**src/rtl/wb_to_obi_pipe.sv**
```systemverilog
// wb_to_obi_pipe: Wishbone-B4 pipelined slave to OBI master bridge.
//
// One OBI request is issued per Wishbone strobe. No stall cycles are inserted while
// gnt_i is high. Up to MAX_OUT transactions may be outstanding at once. Reads and
// writes both complete on rvalid_i. If wbs_cyc_i drops while responses are still
// pending, the bridge enters a drain state. There it absorbs the remaining responses
// and does not acknowledge them.
//
// Optional feature macro: WB_TO_OBI_ERR_EN adds err_i / wbs_err_o error signalling.
//
// Ports:
//   clk_i, rst_ni             clock (rising edge), asynchronous active-low reset
//   wbs_cyc_i, wbs_stb_i      Wishbone cycle / strobe
//   wbs_we_i, wbs_sel_i       Wishbone write enable / byte select
//   wbs_adr_i, wbs_dat_i      Wishbone address / write data
//   wbs_ack_o, wbs_stall_o    Wishbone acknowledge (registered) / stall (combinational)
//   wbs_dat_o                 Wishbone read data (registered)
//   wbs_err_o                 Wishbone error (registered, WB_TO_OBI_ERR_EN only)
//   req_o, gnt_i              OBI request / grant
//   addr_o, we_o, be_o        OBI address / write enable / byte enable
//   wdata_o                   OBI write data
//   rvalid_i, rdata_i         OBI response valid / read data
//   err_i                     OBI error (WB_TO_OBI_ERR_EN only)
module wb_to_obi_pipe #(
  parameter int unsigned ADDR_W  = 32,
  parameter int unsigned DATA_W  = 32,
  parameter int unsigned MAX_OUT = 4,
  localparam int unsigned SEL_W  = DATA_W / 8,
  localparam int unsigned CNT_W  = $clog2(MAX_OUT + 1)
) (
  input  logic              clk_i,
  input  logic              rst_ni,
  input  logic              wbs_cyc_i,
  input  logic              wbs_stb_i,
  input  logic              wbs_we_i,
  input  logic [SEL_W-1:0]  wbs_sel_i,
  input  logic [ADDR_W-1:0] wbs_adr_i,
  input  logic [DATA_W-1:0] wbs_dat_i,
  output logic              wbs_ack_o,
  output logic              wbs_stall_o,
  output logic [DATA_W-1:0] wbs_dat_o,
`ifdef WB_TO_OBI_ERR_EN
  output logic              wbs_err_o,
`endif
  output logic              req_o,
  input  logic              gnt_i,
  output logic [ADDR_W-1:0] addr_o,
  output logic              we_o,
  output logic [SEL_W-1:0]  be_o,
  output logic [DATA_W-1:0] wdata_o,
  input  logic              rvalid_i,
`ifdef WB_TO_OBI_ERR_EN
  input  logic              err_i,
`endif
  input  logic [DATA_W-1:0] rdata_i
);

  localparam logic [CNT_W-1:0] MaxCnt = CNT_W'(MAX_OUT);

  typedef enum logic [0:0] {StActive, StDrain} state_e;

  state_e             r_state, w_state_next;
  logic [CNT_W-1:0]   r_cnt, w_cnt_next;
  logic               r_ack;
  logic [DATA_W-1:0]  r_dat;
  logic               w_can_issue;
  logic               w_inc;
  logic               w_dec;
  logic               w_resp_err;

`ifdef WB_TO_OBI_ERR_EN
  logic r_err;
  assign w_resp_err = err_i;
  assign wbs_err_o  = r_err;
`else
  assign w_resp_err = 1'b0;
`endif

  // Full is judged on the registered count, so a response freeing a slot only
  // re-enables issue from the following cycle.
  assign w_can_issue = wbs_cyc_i & wbs_stb_i & (r_state == StActive) & (r_cnt < MaxCnt);
  assign w_inc       = w_can_issue & gnt_i;
  // Responses arriving with nothing outstanding (e.g. stragglers after reset) are dropped.
  assign w_dec       = rvalid_i & (r_cnt != '0);

  assign req_o       = w_can_issue;
  assign wbs_stall_o = !w_inc;
  assign addr_o      = wbs_adr_i;
  assign we_o        = wbs_we_i;
  assign be_o        = wbs_sel_i;
  assign wdata_o     = wbs_dat_i;
  assign wbs_ack_o   = r_ack;
  assign wbs_dat_o   = r_dat;

  always_comb begin
    w_cnt_next = r_cnt;
    if (w_inc && !w_dec) begin
      w_cnt_next = r_cnt + CNT_W'(1);
    end else if (!w_inc && w_dec) begin
      w_cnt_next = r_cnt - CNT_W'(1);
    end
  end

  always_comb begin
    w_state_next = r_state;
    unique case (r_state)
      StActive: if (!wbs_cyc_i && (w_cnt_next != '0)) w_state_next = StDrain;
      StDrain:  if (w_cnt_next == '0) w_state_next = StActive;
      default:  w_state_next = StActive;
    endcase
  end

  always_ff @(posedge clk_i or negedge rst_ni) begin
    if (!rst_ni) begin
      r_state <= StActive;
      r_cnt   <= '0;
      r_ack   <= 1'b0;
      r_dat   <= '0;
    end else begin
      r_state <= w_state_next;
      r_cnt   <= w_cnt_next;
      // Responses consumed while draining are not reported to the master.
      r_ack   <= w_dec & (r_state == StActive) & !w_resp_err;
      if (rvalid_i) r_dat <= rdata_i;
    end
  end

`ifdef WB_TO_OBI_ERR_EN
  always_ff @(posedge clk_i or negedge rst_ni) begin
    if (!rst_ni) begin
      r_err <= 1'b0;
    end else begin
      r_err <= w_dec & (r_state == StActive) & w_resp_err;
    end
  end
`endif

endmodule

```
**config.mk**
```make
export PLATFORM = sky130hd
export DESIGN_NAME = wb_to_obi_pipe
export DESIGN_NICKNAME = d
export VERILOG_FILES = /design/src/rtl/wb_to_obi_pipe.sv
export SDC_FILE = /design/constraint.sdc
export NUM_CORES = 1
export LEC_CHECK = 0
export CORE_MARGIN = 5
export CORE_UTILIZATION = 32
export DETAILED_ROUTE_END_ITERATION = 6
export GPL_TIMING_DRIVEN = 0
export MAX_ROUTING_LAYER = met4
export PLACE_DENSITY = 0.88
export SLEW_MARGIN = 20
export SYNTH_ARGS = -nofsm -noshare
export SYNTH_HDL_FRONTEND = slang
export SYNTH_SLANG_ARGS = --single-unit
```
**constraint.sdc**
```tcl
create_clock -name clk_i -period 3 [get_ports clk_i]
set_clock_uncertainty 0.2 [all_clocks]
set_input_delay 0.6 -clock clk_i [delete_from_list [all_inputs] [get_ports clk_i]]
set_output_delay 0.6 -clock clk_i [all_outputs]
set_load 0.05 [all_outputs]
```
After elaboration in Yosys (flattened, before gate mapping)
Cells that the tools add are included.

storage, ports and cells
  register bits after elaboration = 37
  latch bits = 0
  bits in writable memories = 0
  memory bits (read-only) = 0
  input port bits = 107
  output and inout bits = 104
  logic and storage cells = 28
  memories = 0

cells by class
  $add $sub $neg = 2
  multipliers = 0
  div/mod/pow operators = 0
  order comparisons = 1
  eq/ne operators = 0
  shift operators = 0
  mux-type cells = 5
  bitwise logic cells = 7
  reductions and logical operators = 9

operators by type and width
  kind                   number
  $and A1 B1 Y1          6
  $mux W3                2
  $reduce_bool A3 Y1     2
  $add A3 B1 Y3 const B  1
  $logic_and A1 B1 Y1    3
  $logic_not A1 Y1       3
  $logic_not A3 Y1       1
  $lt A3 B3 Y1 const B   1
  $sub A3 B1 Y3 const B  1
  $mux W1                2
  $pmux W1 S2            1
  $not A1 Y1             1

Logic depth before layout (Yosys ltp)
Gate-level depths: netlist of run 1.

  word-level depth = 12
  gate-level depth with buffers = 6

Worst setup path before layout of run 1
Ideal clock, no wire load.

  path kind = input to register
  from = input port wbs_cyc_i
  to = register r_state
  data arrival time = 1.854 ns
  required time = 2.716 ns
  setup slack = 0.862 ns
  stages on the path = 4
  cells stage by stage = and4bb_4 -> nand2_2 -> xnor3_1 -> a41oi_2

between the ends
  word-level cells in the longest chain between the ends = 12

ends and longest elaborated chain
  element                          RTL line  source
  start, declared                  33        input logic wbs_cyc_i,
  $and A1 B1 Y1 (*) (3 in series)  81        assign w_can_issue = wbs_cyc_i & wbs_stb_i & (r_state == StActive) & (r_cnt < MaxCnt);
  $and A1 B1 Y1 (*)                82        assign w_inc = w_can_issue & gnt_i;
  $logic_not A1 Y1 (*)             n/a
  via wbs_stall_o                  40        output logic wbs_stall_o,
  $logic_and A1 B1 Y1 (*)          99        end else if (!w_inc && w_dec) begin
  $mux W3 (*)                      99
  $mux W3 (*)                      97        if (w_inc && !w_dec) begin
  $reduce_bool A3 Y1               107       StActive: if (!wbs_cyc_i && (w_cnt_next != '0)) w_state_next = StDrain;
  $logic_and A1 B1 Y1              107
  $mux W1                          107
  $pmux W1 S2 (*)                  106       unique case (r_state)
  via w_state_next                 62        state_e r_state, w_state_next;
  end signal, assigned             115       r_state <= StActive;
  end signal, assigned             120       r_state <= w_state_next;
  end, declared                    62

The timed path passes the listed nets; every way through them passes the cells marked *.
A chain may end at the register's enable or synchronous reset.

Worst setup path after layout of run 1
  from = input port wbs_cyc_i
  to = output port req_o

between the ends
  word-level cells in the longest chain between the ends = 3

ends and longest elaborated chain
  element                      RTL line  source
  $and A1 B1 Y1 (3 in series)  81
  end, declared                45        output logic req_o,

Every way passes these cells.

==> metrics.md, run 1 <==
| Metric | Value |
|---|---|
| Status | complete, no violations |
| Via count | 1678 |
| I/O pin count | 211 |
| Period utilization | 0.911 |
| CTS buffer count | 5 |
| Clk slew on worst S/H paths | 0.08 ns |
| R2R depth | 6 |
| Largest net degree at the start of global routing | 23 |
| Relative slew slack | 0.649 |
| Core area | 6310 sq um |
| Worst Setup End Kind | output pin |
| First-pass GRT wire length | 9.17 mm |
| Synth Area in Compound Gates | 0.0479 |
| Worst endpoint required time | 2.20 ns |
| RePlAce Congestion | 0.735 |
| Setup bufs post-CTS | 0 |
| Port Buffers | 140 |
| Die Y-Extent | 90.3 microns |
| Initial antenna violation count | 0 |
| Clock sink total | 37 |
| Gr ovfl total | 0 |
| Initial drt markers | 18 |
| ANT cells | 0 |
| Library cells used by synthesis | 22 |
| Final instance area | 3700 sq um |
| Wire length per cell | 14.8 microns |
| Tightest Hold Check Type | in -> async |
| Max_cap viols | 0 |
| Share of cells above drive strength 1 | 0.382 |
| Leakage power | 1.66 nW |
| H-tree depth | 2 |
| Critical Path AT | 1.93 ns |
| Area after DPL | 3580 sq um |
| Longest Clk Path Bufs | 2 |
| Worst hold margin | 0.0386 ns |
| Synth Cell Area | 2060 sq um |
| Synth Area in Adders | 0.0182 |
| Chip width | 90.3 microns |
| Minimum clock period | 2.73 ns |
| Nets | 426 |
| Post-CTS Hold Fix Bufs | 0 |
| Vias in the first global route | 1916 |
| Seq/Total Area, Yosys | 0.449 |
| Startpoint Class | primary input |
| Main combinational cell family by area after synthesis | buffers and inverters |
| Starting Density | 0.327 |
| Die area | 8150 sq um |
| Simple-Gate Fraction of Synth Area | 0.0279 |
| Post-synthesis mux area share | 0.175 |
| Worst-Margin Slew | 0.525 ns |
| Peak supply drop | 0.288 mV |
| #FFs+latches synth | 37 |
| Mapped Cells | 168 |
| Placed Cells | 386 |
| Crit Path Category | in -> out |
| Synthesized net count | 278 |
| Worst-Skew Late Latency | 0.28 ns |
| GRT Total Usage | 0.139 |
| Post-cts sizing count | 1 |
| Worst Path Max Fanout | 5 |
| Fillers | 518 |
| FMAX | 366 MHz |
| Final WL | 5.82 mm |
| Fin. Hold Viols | 0 |
| Power density cells | 535 nW/um^2 |
| CTS tree | done |
| Final setup fails | 0 |
| Row count | 29 |
| Layout area overhead | 79.1% |
| Via density | 4.26 |
| Setup WS pre-CTS | -0.00956 ns |
| Setup TNS | 0 ns |
| PnR worst setup slack | 0.268 ns |
| XOR/XNOR Fraction of Synth Area | 0.0109 |
| RSZ-0062 raised after global routing | false |
| DRC Markers | 0 |
| Dpl hpwl | 4.98 mm |
| Max-slew violation count | 0 |
| Mean post-synth cell area | 12.3 sq um |
| First-pass iteration count of the detailed router | 3 |
| Cell Count, Final, Fillers Out | 394 |
| FF-to-FF setup slack | 1.06 ns |
| Yosys warns | 0 |
| Antenna Nets Post-Route | 0 |
| Clk root buf | clkbuf_8 |
==> routing by layer <==
| metal | global-route usage | vias up | share of wire |
|---|---|---|---|
| li1 | - | 776 | - |
| met1 | 0.137 | 788 | 0.34 |
| met2 | 0.255 | 112 | 0.54 |
| met3 | 0.0567 | 2 | 0.11 |
| met4 | 0.0335 | 0 | 0.0036 |
| met5 | - | - | 0 |
==> report_power, final <==
group	internal [mW]	leakage, nW	total [mW]	switching, mW
combinational	0.391	1.17	0.932	0.541
sequential	0.574	0.435	0.619	0.0448
clock	0.250	0.0554	0.425	0.175
total	1.21	1.66	1.98	0.761
==> per-stage QoR <==
stage,util,power (mW)
after floorplan,-,1.27
after detailed placement,0.568,1.57
final,0.585,1.98
after global placement,0.564,1.54
after global routing,0.585,2.09
after CTS,0.585,2.01
==> critical path: stages <==
cell             delay (ns)
clkdlybuf4s50_1        0.47
and4bb_4               0.31
dlygate4sd2_1          0.55
==> cell usage in the layout (no fill, tap or decap), types with 2 or more instances in the layout <==
cell	synthesis	layout
clkdlybuf4s50_1	0	137
buf_4	69	69
dfrtp_1	37	37
mux2_2	32	32
inv_1	6	6
buf_2	4	5
clkbuf_8	0	5
ha_1	3	3
nor2b_1	2	2
==> cell families (layout without fill, tap and decap cells) <==
logic type / Yosys count / in the layout
multiplexers: 32 / 32
AO/OA/AOI/OAI: 8 / 8
adder cells (fa/ha/maj): 3 / 3
flip-flops: 37 / 37
AND/OR/NAND/NOR: 8 / 8
XOR/XNOR: 1 / 1
buffers and inverters: 79 / 228
==> cells in the mapped netlist, drive strengths merged <==
cell type | number | area [sq um]
buf | 73 | 538
dfrtp | 37 | 926
mux2 | 32 | 360
inv | 6 | 22.5
ha | 3 | 37.5
nand2 | 2 | 10.0
nor2b | 2 | 12.5
o211ai | 2 | 28.8
a211o | 1 | 8.76
a211oi | 1 | 12.5
a21boi | 1 | 7.51
a221oi | 1 | 15.0
a41oi | 1 | 16.3
and2b | 1 | 8.76
and4bb | 1 | 16.3
nand2b | 1 | 6.26
nor2 | 1 | 3.75
o211a | 1 | 10.0
xnor3 | 1 | 22.5
==> flip-flops by register name, indices dropped and copies added, names as in the netlist <==
register   count
wbs_ack_o      1
r_state        1
r_cnt          3
wbs_dat_o     32
==> worst paths after layout <==
| kind | start | end |
|---|---|---|
| max | wbs_cyc_i | req_o |
| min | rst_ni | wbs_dat_o[1] |
| max reg2reg | r_cnt[1] | r_state |
| min reg2reg | r_state | wbs_ack_o |
| max in group asynchronous | rst_ni | wbs_dat_o[19] |
| min in group clk_i | r_state | wbs_ack_o |
==> final cells by class <==
class / instances / area [sq um] / share of cell area
flip-flops and latches: 37 / 926 / 0.251
well taps: 77 / 96.3 / 0.0261
clock buffers: 6 / 72.6 / 0.0196
repair buffers: 141 / 1430 / 0.386
inverters: 6 / 22.5 / 0.00609
clock inverters: 2 / 38.8 / 0.0105
multi-input cells: 52 / 577 / 0.156
plain buffers: 73 / 538 / 0.146
(Power assumes the default switching activity.)
==> inputs of run 2 (changes only) <==
- GPL_TIMING_DRIVEN: 0 -> 1
==> metrics.md, run 2 (synthesis gave the netlist of run 1 again) <==
| Metric | Value |
|---|---|
| Nets | 285 |
| Worst endpoint required time | 2.20 ns |
| Die area | 8150 sq um |
| Initial antenna violation count | 0 |
| Flop pwr share | 0.369 |
| Core area | 6310 sq um |
| Die Y-Extent | 90.3 microns |
| Post-CTS Hold Fix Bufs | 0 |
| Longest Clk Path Bufs | 2 |
| Max-slew violation count | 0 |
| Worst Setup End Kind | output pin |
| Final WL | 3.98 mm |
| Layout area overhead | 20.4% |
| Peak supply drop | 0.295 mV |
| Tightest Hold Check Type | in -> async |
| Relative slew slack | 0.447 |
| Period utilization | 0.834 |
| Leakage power | 1.04 nW |
| Worst Path Max Fanout | 5 |
| ANT cells | 0 |
| Final setup fails | 0 |
| First-pass GRT wire length | 6.58 mm |
| Status | complete, no violations |
| Row count | 29 |
| Area after DPL | 2360 sq um |
| Starting Density | 0.327 |
| Wire length per cell | 15.7 microns |
| Crit Path Category | in -> out |
| Port Buffers | 72 |
| P_sw | 0.571 mW |
| Initial drt markers | 16 |
| Dpl hpwl | 3.03 mm |
| Startpoint Class | primary input |
| I/O pin count | 211 |
| Max FFs per register | 32 |
| Setup WS pre-CTS | 0.499 ns |
| CTS tree | done |
| Post-cts sizing count | 0 |
| Critical Path AT | 1.70 ns |
| Max_cap viols | 0 |
| First-pass iteration count of the detailed router | 3 |
| Gr ovfl total | 0 |
| Clk root buf | clkbuf_8 |
| Chip width | 90.3 microns |
| CTS buffer count | 5 |
| Fin. Hold Viols | 0 |
| Share of cells above drive strength 1 | 0.290 |
| Setup bufs post-CTS | 0 |
| Commonest non-fill, non-tap cell in the layout | clkdlybuf4s50_1 |
| Cell internal pwr | 1.11 mW |
| Worst-Skew Late Latency | 0.28 ns |
| H-tree depth | 2 |
| Post-Route Utilization | 0.394 |
| Vias in the first global route | 1361 |
| Setup TNS | 0 ns |
| Most frequent cells in the layout | clkdlybuf4s50_1, dfrtp_1, mux2_2 |
| Via count | 1155 |
| Via density | 4.57 |
| Minimum clock period | 2.50 ns |
| GRT Total Usage | 0.101 |
| Power density cells | 675 nW/um^2 |
| Antenna Nets Post-Route | 0 |
| PnR worst setup slack | 0.499 ns |
| Clock power share | 0.268 |
| Comb pwr share | 0.363 |
| Worst-Margin Slew | 0.830 ns |
| Final instance area | 2480 sq um |
| RSZ-0062 raised after global routing | false |
| Switching portion of total power | 0.340 |
| Clk slew on worst S/H paths | 0.08 ns |
| FMAX | 400 MHz |
| Clock sink total | 37 |
| RePlAce Congestion | 0.758 |
| Largest net degree at the start of global routing | 38 |
| DRC Markers | 0 |
==> run 2: cell types whose count changed in the layout (fill, tap and decap cells not counted), sizes merged <==
cell           previous run  this run
buf                      75         4
clkdlybuf4s50           137        69
clkinv                    1         0
clkinvlp                  0         1
dlygate4sd2               1         0
dlymetal6s2s              1         0
==> run 2: final timing paths <==
| path | startpoint | end | slack, ns | cells after the start |
|---|---|---|---|---|
| worst max-delay path | wbs_cyc_i | wbs_stall_o | 0.50 | 4 |
| worst min-delay path | rst_ni | wbs_dat_o[1] | 0.21 | 1 |
| worst max register to register | r_cnt[1] | r_state | 1.01 | 6 |
| worst min register to register | r_state | wbs_ack_o | 0.30 | 1 |
| max in group asynchronous | rst_ni | wbs_dat_o[7] | 1.86 | 1 |
| min in group clk_i | r_state | wbs_ack_o | 0.30 | 1 |
==> run 2: power by group through the flow <==
stage          combinational [mW]  clock [mW]  sequential (mW)
2_1_floorplan               0.478           0            0.789
3_3_place_gp                0.594           0            0.627
3_5_place_dp                0.612           0            0.630
4_1_cts                     0.616       0.470            0.620
5_1_grt                     0.652       0.495            0.630
6_report                    0.608       0.450            0.619
==> run 2: routing by layer <==
| metal | track usage | routed length [microns] | vias up |
|---|---|---|---|
| met4 | 0.0521 | 99 | 0 |
| li1 | - | - | 493 |
| met5 | - | 0 | - |
| met3 | 0.0700 | 579 | 20 |
| met1 | 0.0986 | 1430 | 558 |
| met2 | 0.149 | 1880 | 84 |
==> run 2: layout make-up <==
| cell class | instances | area [sq um] |
|---|---|---|
| timing repair buffer | 73 | 743 |
| sequential | 37 | 926 |
| tap | 77 | 96.3 |
| inverter | 6 | 22.5 |
| clock buffer | 6 | 82.6 |
| fill | 614 | 3830 |
| clock inverter | 2 | 37.5 |
| multi-input combinational | 52 | 577 |
==> run 2: stage by stage <==
stage          hold WS [ns]  instances  power [mW]
2_1_floorplan         0.104        168        1.27
3_3_place_gp          0.272        245        1.22
3_5_place_dp          0.275        245        1.24
4_1_cts               0.237        253        1.71
5_1_grt               0.281        253        1.78
6_report              0.211        253        1.68
==> run 2: critical path, stage by stage <==
cell	delay, ns
clkdlybuf4s50_1	0.47
and4bb_4	0.33
nand2_2	0.09
buf_4	0.20
==> inputs of run 3 (changes only) <==
- CORE_UTILIZATION: 32 -> 29
- PLACE_DENSITY: 0.88 -> 0.81
- clock period: 3 -> 2.4 ns (I/O delays scaled with it)
==> metrics.md, run 3 (synthesis gave the netlist of run 1 again) <==
| Metric | Value |
|---|---|
| Max-slew violation count | 0 |
| RePlAce Congestion | 0.768 |
| Total power | 2.09 mW |
| P_sw | 0.707 mW |
| Nets | 287 |
| PnR worst setup slack | 0.124 ns |
| Initial drt markers | 13 |
| Peak supply drop | 0.365 mV |
| Hold_sp | r_state |
| Leakage power | 1.06 nW |
| RSZ-0062 raised after global routing | false |
| Setup WS pre-CTS | 0.115 ns |
| Fillers | 671 |
| Die Y-Extent | 94.3 microns |
| Antenna Nets Post-Route | 0 |
| CP max-delay cell | clkdlybuf4s50_1 |
| Crit Path Category | in -> out |
| Via density | 4.27 |
| Worst Path Max Fanout | 5 |
| Area after DPL | 2410 sq um |
| CP cell instances | clkdlybuf4s50_1 > and4bb_4 > nand2_2 > buf_4 |
| Setup TNS | 0 ns |
| Tightest Hold Check Type | reg -> reg |
| Max FFs per register | 32 |
| Worst-Margin Slew | 0.525 ns |
| Slowest stage delay, CP | 0.50 ns |
| Startpoint Class | primary input |
| Port Buffers | 72 |
| Clk root buf | clkbuf_8 |
| First-pass iteration count of the detailed router | 4 |
| Core area | 6870 sq um |
| Row count | 30 |
| Layout area overhead | 22.9% |
| Worst endpoint required time | 1.72 ns |
| Relative slew slack | 0.649 |
| R2R depth | 6 |
| Worst Hold Depth | 1 |
| Flop pwr share | 0.370 |
| Starting Density | 0.300 |
| Clock sink total | 37 |
| Worst Setup End Kind | output pin |
| FMAX | 439 MHz |
| Share of cells above drive strength 1 | 0.287 |
| Dpl hpwl | 3.02 mm |
| Status | complete, no violations |
| Clock power share | 0.267 |
| First-pass GRT wire length | 6.60 mm |
| Max_cap viols | 0 |
| Commonest non-fill, non-tap cell in the layout | clkdlybuf4s50_1 |
| Final instance area | 2530 sq um |
| Critical Path AT | 1.60 ns |
| ANT cells | 0 |
| H-tree depth | 2 |
| Vias in the first global route | 1367 |
| Longest Clk Path Bufs | 2 |
| GRT Total Usage | 0.0984 |
| Worst hold margin | 0.241 ns |
| Period utilization | 0.948 |
| Most frequent cells in the layout | clkdlybuf4s50_1, dfrtp_1, mux2_2 |
| Comb pwr share | 0.362 |
| Clk slew on worst S/H paths | 0.07 ns |
| Minimum clock period | 2.28 ns |
| Switching portion of total power | 0.338 |
| Final setup fails | 0 |
| Power density cells | 826 nW/um^2 |
| Fin. Hold Viols | 0 |
| Initial antenna violation count | 0 |
| I/O pin count | 211 |
| CTS buffer count | 5 |
| Hold Path End | wbs_ack_o |
| FF-to-FF setup slack | 0.44 ns |
| Wire length per cell | 14.8 microns |
| Worst-Skew Late Latency | 0.28 ns |
| CTS tree | done |
| Gr ovfl total | 0 |
| Largest net degree at the start of global routing | 38 |
| Reg2reg start | r_cnt[1] |
| Chip width | 94.3 microns |
| Final WL | 4.06 mm |
| Reg-to-reg endpoint | r_state |
| DRC Markers | 0 |
| Via count | 1171 |
| Die area | 8900 sq um |
| Cell internal pwr | 1.39 mW |
[run 3: how the worst max path moves through the flow]
stage                          from     endpoint  slack (ns)  depth (start not counted)
after global routing      wbs_cyc_i  wbs_stall_o        0.08                          4
after CTS                 wbs_cyc_i  wbs_stall_o        0.12                          4
final                     wbs_cyc_i  wbs_stall_o        0.12                          4
after detailed placement  wbs_cyc_i  wbs_stall_o        0.11                          4
after floorplan           wbs_cyc_i      r_state        0.38                          4
after global placement    wbs_cyc_i  wbs_stall_o        0.13                          4
[run 3: worst max-delay path, delay by kind of cell]
family                 cells  cell delay, ns
buffers and inverters      2            0.70
AND/OR/NAND/NOR            2            0.42
[run 3: area by class of cell]
class	instances	area, sq um	area share
multi-input combinational	52	577	0.228
clock inverter	1	30.0	0.0118
tap	96	120	0.0474
timing repair buffer	75	773	0.305
inverter	6	22.5	0.00888
clock buffer	7	86.3	0.0341
sequential	37	926	0.365
[run 3: power by group through the flow]
stage	Combinational, mW	Clock, mW	Sequential (mW)
3_3_place_gp	0.748	0	0.784
2_1_floorplan	0.597	0	0.987
4_1_cts	0.769	0.593	0.777
5_1_grt	0.812	0.620	0.790
3_5_place_dp	0.766	0	0.789
6_report	0.759	0.560	0.776
[run 3: repair_timing]
item                      in CTS  in global routing
hold endpoints to repair      37                  0
setup buffers                  0                  0
hold buffers                   1                  0
resized for setup              0                  0
[run 3: metal layers]
metal,up-vias,wire length [microns],GRT usage
met5,-,0,-
met4,0,62,0.0493
met3,15,451,0.0478
met2,83,1870,0.142
met1,570,1680,0.113
li1,503,-,-
[run 3: through the flow]
step           std cells   util
2_1_floorplan        168      -
3_3_place_gp         265  0.351
3_5_place_dp         265  0.351
4_1_cts              274  0.369
5_1_grt              274  0.369
6_report             274  0.369
